==> src/rtl/led_chaser_pkg.sv <==
// led_chaser_pkg: pattern modes and the LED decode helper shared by the chaser.
package led_chaser_pkg;
    typedef enum logic [1:0] {MODE_ROT_UP, MODE_ROT_DN, MODE_BOUNCE, MODE_FILL} mode_t;
    localparam int unsigned MAX_LEDS = 64;
    // One-hot or thermometer pattern for position p; positions outside the bank light nothing.
    function automatic logic [MAX_LEDS-1:0] decode(input int unsigned p, input int unsigned n, input mode_t m);
        logic [MAX_LEDS-1:0] d;
        for (int unsigned i = 0; i < MAX_LEDS; i++)
            d[i] = (p < n) && ((m == MODE_FILL) ? (i <= p) : (i == p));
        return d;
    endfunction
endpackage

==> src/rtl/tick_prescaler.sv <==
// tick_prescaler: emits a one-cycle tick every TICK_DIV enabled cycles.
module tick_prescaler #(
    parameter int unsigned TICK_DIV = 25000000
) (
    input  logic clk,
    input  logic reset,
    input  logic en,
    input  logic clr,
    output logic tick
);
    localparam int unsigned CW = TICK_DIV > 1 ? $clog2(TICK_DIV) : 1;
    logic [CW-1:0] count;
    assign tick = en && count == CW'(TICK_DIV - 1);
    always_ff @(posedge clk or posedge reset)
        if (reset) count <= '0;
        else if (clr || tick) count <= '0;
        else if (en) count <= count + 1'b1;
endmodule

==> src/rtl/led_chaser.sv <==
// led_chaser: prescaled LED sequencer with rotate, bounce and fill patterns.
module led_chaser
    import led_chaser_pkg::*;
#(
    parameter int unsigned N_LEDS   = 4,
    parameter int unsigned TICK_DIV = 25000000
) (
    input  logic                      clk,
    input  logic                      reset,
    input  logic                      en,
    input  logic [1:0]                mode,
    input  logic                      restart,
    input  logic                      blank,
    output logic [N_LEDS-1:0]         leds,
    output logic [$clog2(N_LEDS)-1:0] pos,
    output logic                      step
);
    localparam int unsigned PW = $clog2(N_LEDS);
    localparam logic [PW-1:0] LAST = PW'(N_LEDS - 1);
    if (N_LEDS < 2 || N_LEDS > MAX_LEDS) begin : g_bad_leds
        $error("led_chaser: N_LEDS out of range");
    end
    if (TICK_DIV < 1) begin : g_bad_div
        $error("led_chaser: TICK_DIV must be at least 1");
    end
    logic          tick;
    logic          dir_up;
    logic          dir_up_n;
    logic          step_n;
    logic          oob;
    logic [PW-1:0] pos_n;
    mode_t         mode_q;
    mode_t         mode_q_n;
    mode_t         mode_in;
    tick_prescaler #(.TICK_DIV(TICK_DIV)) u_presc (
        .clk   (clk),
        .reset (reset),
        .en    (en),
        .clr   (restart),
        .tick  (tick)
    );
    always_comb begin
        mode_in  = mode_t'(mode);
        oob      = 32'(pos) >= N_LEDS;
        pos_n    = pos;
        dir_up_n = dir_up;
        mode_q_n = mode_q;
        step_n   = 1'b0;
        if (restart) begin
            pos_n    = '0;
            dir_up_n = 1'b1;
            mode_q_n = mode_in;
        end else if (tick) begin
            mode_q_n = mode_in;
            step_n   = 1'b1;
            // Bounce turns around at either end; the new direction then decides the move.
            dir_up_n = mode_in == MODE_ROT_DN ? 1'b0 :
                       mode_in == MODE_BOUNCE ? (dir_up ? pos != LAST : pos == '0) : 1'b1;
            pos_n    = oob ? '0 :
                       mode_in == MODE_ROT_DN ? (pos == '0 ? LAST : pos - 1'b1) :
                       mode_in == MODE_BOUNCE ? (dir_up_n ? pos + 1'b1 : pos - 1'b1) :
                       (pos == LAST ? '0 : pos + 1'b1);
        end
    end
    always_ff @(posedge clk or posedge reset)
        if (reset) begin
            pos    <= '0;
            dir_up <= 1'b1;
            mode_q <= MODE_ROT_UP;
            leds   <= N_LEDS'(1);
            step   <= 1'b0;
        end else begin
            pos    <= pos_n;
            dir_up <= dir_up_n;
            mode_q <= mode_q_n;
            leds   <= blank ? '0 : N_LEDS'(decode(32'(pos_n), N_LEDS, mode_q_n));
            step   <= step_n;
        end
endmodule

==> config.mk <==
export PLATFORM = sky130hd
export DESIGN_NAME = led_chaser
export DESIGN_NICKNAME = d
export VERILOG_FILES = /design/src/rtl/led_chaser_pkg.sv /design/src/rtl/tick_prescaler.sv /design/src/rtl/led_chaser.sv
export SDC_FILE = /design/constraint.sdc
export NUM_CORES = 1
export LEC_CHECK = 0
export CAP_MARGIN = 20
export CORE_MARGIN = 2
export CORE_UTILIZATION = 30
export DETAILED_ROUTE_END_ITERATION = 16
export DONT_BUFFER_PORTS = 1
export HOLD_SLACK_MARGIN = 0.15
export SLEW_MARGIN = 10
export SYNTH_ARGS = -nofsm -noshare
export SYNTH_HDL_FRONTEND = slang
export SYNTH_HIERARCHICAL = 1
export SYNTH_SLANG_ARGS = --single-unit
==> constraint.sdc <==
create_clock -name clk -period 2.7 [get_ports clk]
set_input_delay 0.54 -clock clk [delete_from_list [all_inputs] [get_ports clk]]
set_output_delay 0.54 -clock clk [all_outputs]
set_load 0.03 [all_outputs]
==> flow_summary.html <==
<table>
<tr><th>Metric</th><th>Value</th></tr>
<tr><th colspan="2">Layout</th></tr>
<tr><td>Multi-input gate area in the final layout</td><td>977 um2</td></tr>
<tr><td>Syn-to-layout area delta</td><td>8.91%</td></tr>
<tr><td>Register area</td><td>878 um2</td></tr>
<tr><td>Diodes inserted</td><td>0</td></tr>
<tr><td>Layout net count</td><td>204</td></tr>
<tr><td>Number of filler cells placed in the layout</td><td>686</td></tr>
<tr><td>Final cell utilization of the core</td><td>33.7%</td></tr>
<tr><td>Final Instance Area</td><td>2130 um2</td></tr>
<tr><td>Fraction of layout instances using a drive strength above 1</td><td>17.9%</td></tr>
<tr><th colspan="2">Synthesis</th></tr>
<tr><td>Leading area contributor after synthesis</td><td>sky130_fd_sc_hd__dfrtp_1</td></tr>
<tr><td>Netlist Area Pre-Place</td><td>1950 um2</td></tr>
<tr><td>Number of enable flip-flop cells after synthesis</td><td>0</td></tr>
<tr><td>Share of the synthesized area in the top cell type</td><td>42.3%</td></tr>
<tr><td>Warnings from Yosys</td><td>6</td></tr>
<tr><td>Net count of the mapped netlist</td><td>201</td></tr>
<tr><td>Syn Area/Cell</td><td>10.2 um2</td></tr>
<tr><td>Sequential area share after synthesis</td><td>45.0%</td></tr>
<tr><td>Gate Count Post-Synth</td><td>191</td></tr>
<tr><td>Dominant synthesized flop cell</td><td>sky130_fd_sc_hd__dfrtp_1</td></tr>
<tr><td>Commonest cells in the netlist</td><td>sky130_fd_sc_hd__dfrtp_1, sky130_fd_sc_hd__nor2_1, sky130_fd_sc_hd__a21oi_1, sky130_fd_sc_hd__nand4_1</td></tr>
<tr><td>Cell with the most instances after synthesis</td><td>sky130_fd_sc_hd__dfrtp_1</td></tr>
<tr><td>Flip-flop and latch count after synthesis</td><td>35</td></tr>
<tr><td>Count of distinct cell types in the synthesized netlist</td><td>45</td></tr>
<tr><td>Async set-reset flop share out of synthesis</td><td>100%</td></tr>
<tr><td>Cells taking the most area after synthesis</td><td>sky130_fd_sc_hd__dfrtp_1, sky130_fd_sc_hd__xor2_1, sky130_fd_sc_hd__o31ai_1, sky130_fd_sc_hd__nand4_1, sky130_fd_sc_hd__nor2_1</td></tr>
<tr><th colspan="2">Placed design</th></tr>
<tr><td>Placed wire-length estimate</td><td>2710 um</td></tr>
<tr><td>Final weighted congestion in routability-driven placement</td><td>0.832</td></tr>
<tr><td>Port Buffers</td><td>0</td></tr>
<tr><td>Post-Place Cell Area</td><td>2020 um2</td></tr>
<tr><th colspan="2">Setup path</th></tr>
<tr><td>Most repeated library cell on the critical path</td><td>sky130_fd_sc_hd__nand2_1</td></tr>
<tr><td>Crit-path max FO</td><td>7</td></tr>
<tr><td>WP buf/inv</td><td>1</td></tr>
<tr><td>Critical register-to-register path startpoint</td><td>u_presc/count[13]</td></tr>
<tr><td>Crit path max-delay cell type</td><td>sky130_fd_sc_hd__or4_4</td></tr>
<tr><td>Critical Setup Path Class</td><td>reg -&gt; reg</td></tr>
<tr><td>Reg-to-reg endpoint</td><td>leds[1]</td></tr>
<tr><td>Crit path cell chain</td><td>nand2_1 -&gt; or4_4 -&gt; nor4_1 -&gt; buf_4 -&gt; nand2b_1 -&gt; o311ai_2 -&gt; nor3_4 -&gt; nand2_1 -&gt; nor3b_2</td></tr>
<tr><td>Data required, critical path</td><td>2.88 ns</td></tr>
<tr><td>Arrival time at the worst endpoint</td><td>2.49 ns</td></tr>
<tr><td>Depth of the most critical reg-to-reg path</td><td>9</td></tr>
<tr><td>Startpoint kind of the worst setup timing path</td><td>flop</td></tr>
<tr><td>Worst stage delay on the critical path</td><td>0.52 ns</td></tr>
<tr><td>Worst Setup End Kind</td><td>flop</td></tr>
<tr><td>Kind of cell adding the most delay to the critical path</td><td>simple AND/OR/NAND/NOR gates</td></tr>
<tr><td>Worst Setup SP</td><td>u_presc/count[13]</td></tr>
<tr><td>Register-to-register setup slack</td><td>0.38 ns</td></tr>
<tr><th colspan="2">Timing</th></tr>
<tr><td>Tightest Pin Transition</td><td>0.473 ns</td></tr>
<tr><td>Final Setup Violations</td><td>0</td></tr>
<tr><td>Final setup TNS</td><td>0 ns</td></tr>
<tr><td>Setup skew after layout</td><td>0.00487 ns</td></tr>
<tr><td>RSZ-0062 raised after global routing</td><td>false</td></tr>
<tr><td>Relative slew margins</td><td>68.4%</td></tr>
<tr><td>Post-route clock period utilization</td><td>85.8%</td></tr>
<tr><td>Final Slew Violations</td><td>0</td></tr>
<tr><td>Final hold violation count</td><td>0</td></tr>
<tr><td>Maximum operating frequency</td><td>432 MHz</td></tr>
<tr><td>Final worst path period need</td><td>2.32 ns</td></tr>
<tr><th colspan="2">Route</th></tr>
<tr><td>DRT iter0 DRCs</td><td>82</td></tr>
<tr><td>Residual DRC</td><td>0</td></tr>
<tr><td>Detailed-route wire length per cell</td><td>14.1 um</td></tr>
<tr><td>Count of nets left with antenna violations after detail routing</td><td>0</td></tr>
<tr><td>Detailed-route via count</td><td>1,449</td></tr>
<tr><td>Drt first pass iters</td><td>4</td></tr>
<tr><td>Routed Wire Length</td><td>3830 um</td></tr>
<tr><td>Vias per inst</td><td>5.33</td></tr>
<tr><th colspan="2">Hold path</th></tr>
<tr><td>Type of the most critical hold path</td><td>in -&gt; async</td></tr>
<tr><th colspan="2">Power and ir drop</th></tr>
<tr><td>Share of total power consumed by net switching</td><td>21.9%</td></tr>
<tr><td>Worst voltage drop across the vdd grid</td><td>0.257 mV</td></tr>
<tr><td>Cell internal pwr</td><td>0.000782 W</td></tr>
<tr><td>Pwr/cell area</td><td>471 nW/um2</td></tr>
<tr><td>Comb power frac</td><td>4.5%</td></tr>
<tr><td>Pleak</td><td>0.843 nW</td></tr>
<tr><td>Part of the total power dissipated in sequential elements</td><td>53.7%</td></tr>
<tr><td>Relative contribution of the clock network to total power</td><td>41.8%</td></tr>
<tr><td>P_sw</td><td>0.000220 W</td></tr>
<tr><th colspan="2">Global routing</th></tr>
<tr><td>Via count of the first global-routing pass</td><td>1,486</td></tr>
<tr><td>Global-route wire length before repair</td><td>7020 um</td></tr>
<tr><td>Global route total overflow</td><td>0</td></tr>
<tr><td>Maximum number of pins on one net before global-route repair</td><td>26</td></tr>
<tr><td>Total routing usage reported by global routing</td><td>12.2%</td></tr>
<tr><td>Number of antenna violations at the first check in global routing</td><td>0</td></tr>
<tr><th colspan="2">Clock network</th></tr>
<tr><td>TritonCTS clock tree</td><td>done</td></tr>
<tr><td>Post-CTS Setup Repair Bufs</td><td>0</td></tr>
<tr><td>Clock tree sinks</td><td>35</td></tr>
<tr><td>Number of buffers inserted by hold repair at cts</td><td>1</td></tr>
<tr><td>Root Buffer Master</td><td>sky130_fd_sc_hd__clkbuf_8</td></tr>
<tr><td>Clock transition time at the flip-flop clock pins of the worst setup and hold paths</td><td>0.07 ns</td></tr>
<tr><td>Insertion delay to the later sink of the worst-skew pair</td><td>0.29 ns</td></tr>
<tr><td>H-tree depth reported by CTS</td><td>2</td></tr>
<tr><td>Clock buffer count from CTS</td><td>5</td></tr>
<tr><td>Cells resized by post-CTS repair</td><td>0</td></tr>
<tr><td>Clock tree buffer depth</td><td>2</td></tr>
<tr><th colspan="2">Status</th></tr>
<tr><td>Result of the run</td><td>finished clean</td></tr>
<tr><th colspan="2">Die</th></tr>
<tr><td>Die X</td><td>84.7 um</td></tr>
<tr><td>Die Area</td><td>7170 um2</td></tr>
<tr><td>I/O pin count</td><td>14</td></tr>
<tr><td>Starting utilization of the core area</td><td>30.9%</td></tr>
<tr><td>Area of the placeable core</td><td>6310 um2</td></tr>
<tr><td>FP Rows</td><td>29</td></tr>
<tr><td>Die height</td><td>84.7 um</td></tr>
<tr><th colspan="2">Job</th></tr>
<tr><td># Max-Cap Violations</td><td>0</td></tr>
</table>
[worst reg2reg max path, delay by kind of cell (launching register included)]
family / cells / cell delay, ns
AOI/OAI and AO/OA: 1 / 0.12
buffers and inverters: 1 / 0.19
DFF: 1 / 0.41
and+or+nand+nor: 7 / 1.48
[flip-flops by register name, summed over array words and instances (netlist names)]
| name | cells |
|---|---|
| u_presc/count | 25 |
| leds | 4 |
| mode_q | 2 |
| pos | 2 |
| dir_up | 1 |
| step | 1 |
[power by group through the flow]
stage	logic, W	registers, W	clock network [W]
finish	0.0000452	0.000538	0.000418
global route	0.0000516	0.000538	0.000463
CTS	0.0000473	0.000538	0.000437
detailed placement	0.0000458	0.000548	0
global placement	0.0000452	0.000548	0
floorplan	0.0000407	0.000547	0
[metal layers]
metal  up-vias  GRT usage [%]  part of all wire (%)  wire length (um)
met5         -              0                     0                 0
met4         0           4.76                   1.8                69
met3         7           4.23                   5.9               226
met2        32           19.5                    46              1750
met1       704           15.3                    47              1790
li1        706              -                     -                 -
[how the worst max path moves through the flow]
stage          cells after the start       to  slack [ns]
2_1_floorplan                      8  leds[1]        0.29
3_3_place_gp                       9  leds[1]        0.37
3_5_place_dp                       9  leds[1]        0.37
4_1_cts                            9  leds[1]        0.36
5_1_grt                            9  leds[0]        0.20
6_report                           9  leds[1]        0.38
[final cells by class]
| type | count | share of cell area [%] |
|---|---|---|
| flip-flops and latches | 35 | 41.3 |
| clock buffers | 8 | 4.71 |
| well taps | 77 | 4.53 |
| multi-input cells | 137 | 46.0 |
| inverters | 11 | 1.94 |
| repair buffers | 4 | 1.53 |
[metrics by stage]
step                      hold slack [ns]  instances  setup WS (ns)  power [W]
after global routing                0.235        272          0.204    0.00105
after detailed placement            0.435        263          0.375   0.000593
final                               0.192        272          0.384    0.00100
after CTS                           0.198        272          0.363    0.00102
after floorplan                     0.379        191          0.287   0.000587
after global placement              0.434        263          0.373   0.000593
[layout by cell type, fill, tap and decap left out, drive strengths merged, types with 4 or more instances in the layout]
cell type,n
or4,12
dfrtp,33
clkbuf,8
nand2,10
nand4,12
a21oi,14
nor2,19
o31ai,11
xor2,10
and4,4
nand3,6
inv,11
[kinds of logic after synthesis]
| group | after synthesis | synth area share (%) |
|---|---|---|
| AO/OA/AOI/OAI | 35 | 13.6 |
| XOR/XNOR | 12 | 5.38 |
| adder cells (fa/ha/maj) | 3 | 1.92 |
| buffers and inverters | 19 | 4.94 |
| flip-flops | 35 | 45.0 |
| multiplexers | 4 | 2.44 |
| AND/OR/NAND/NOR | 83 | 26.7 |
(Power assumes the default switching activity.)
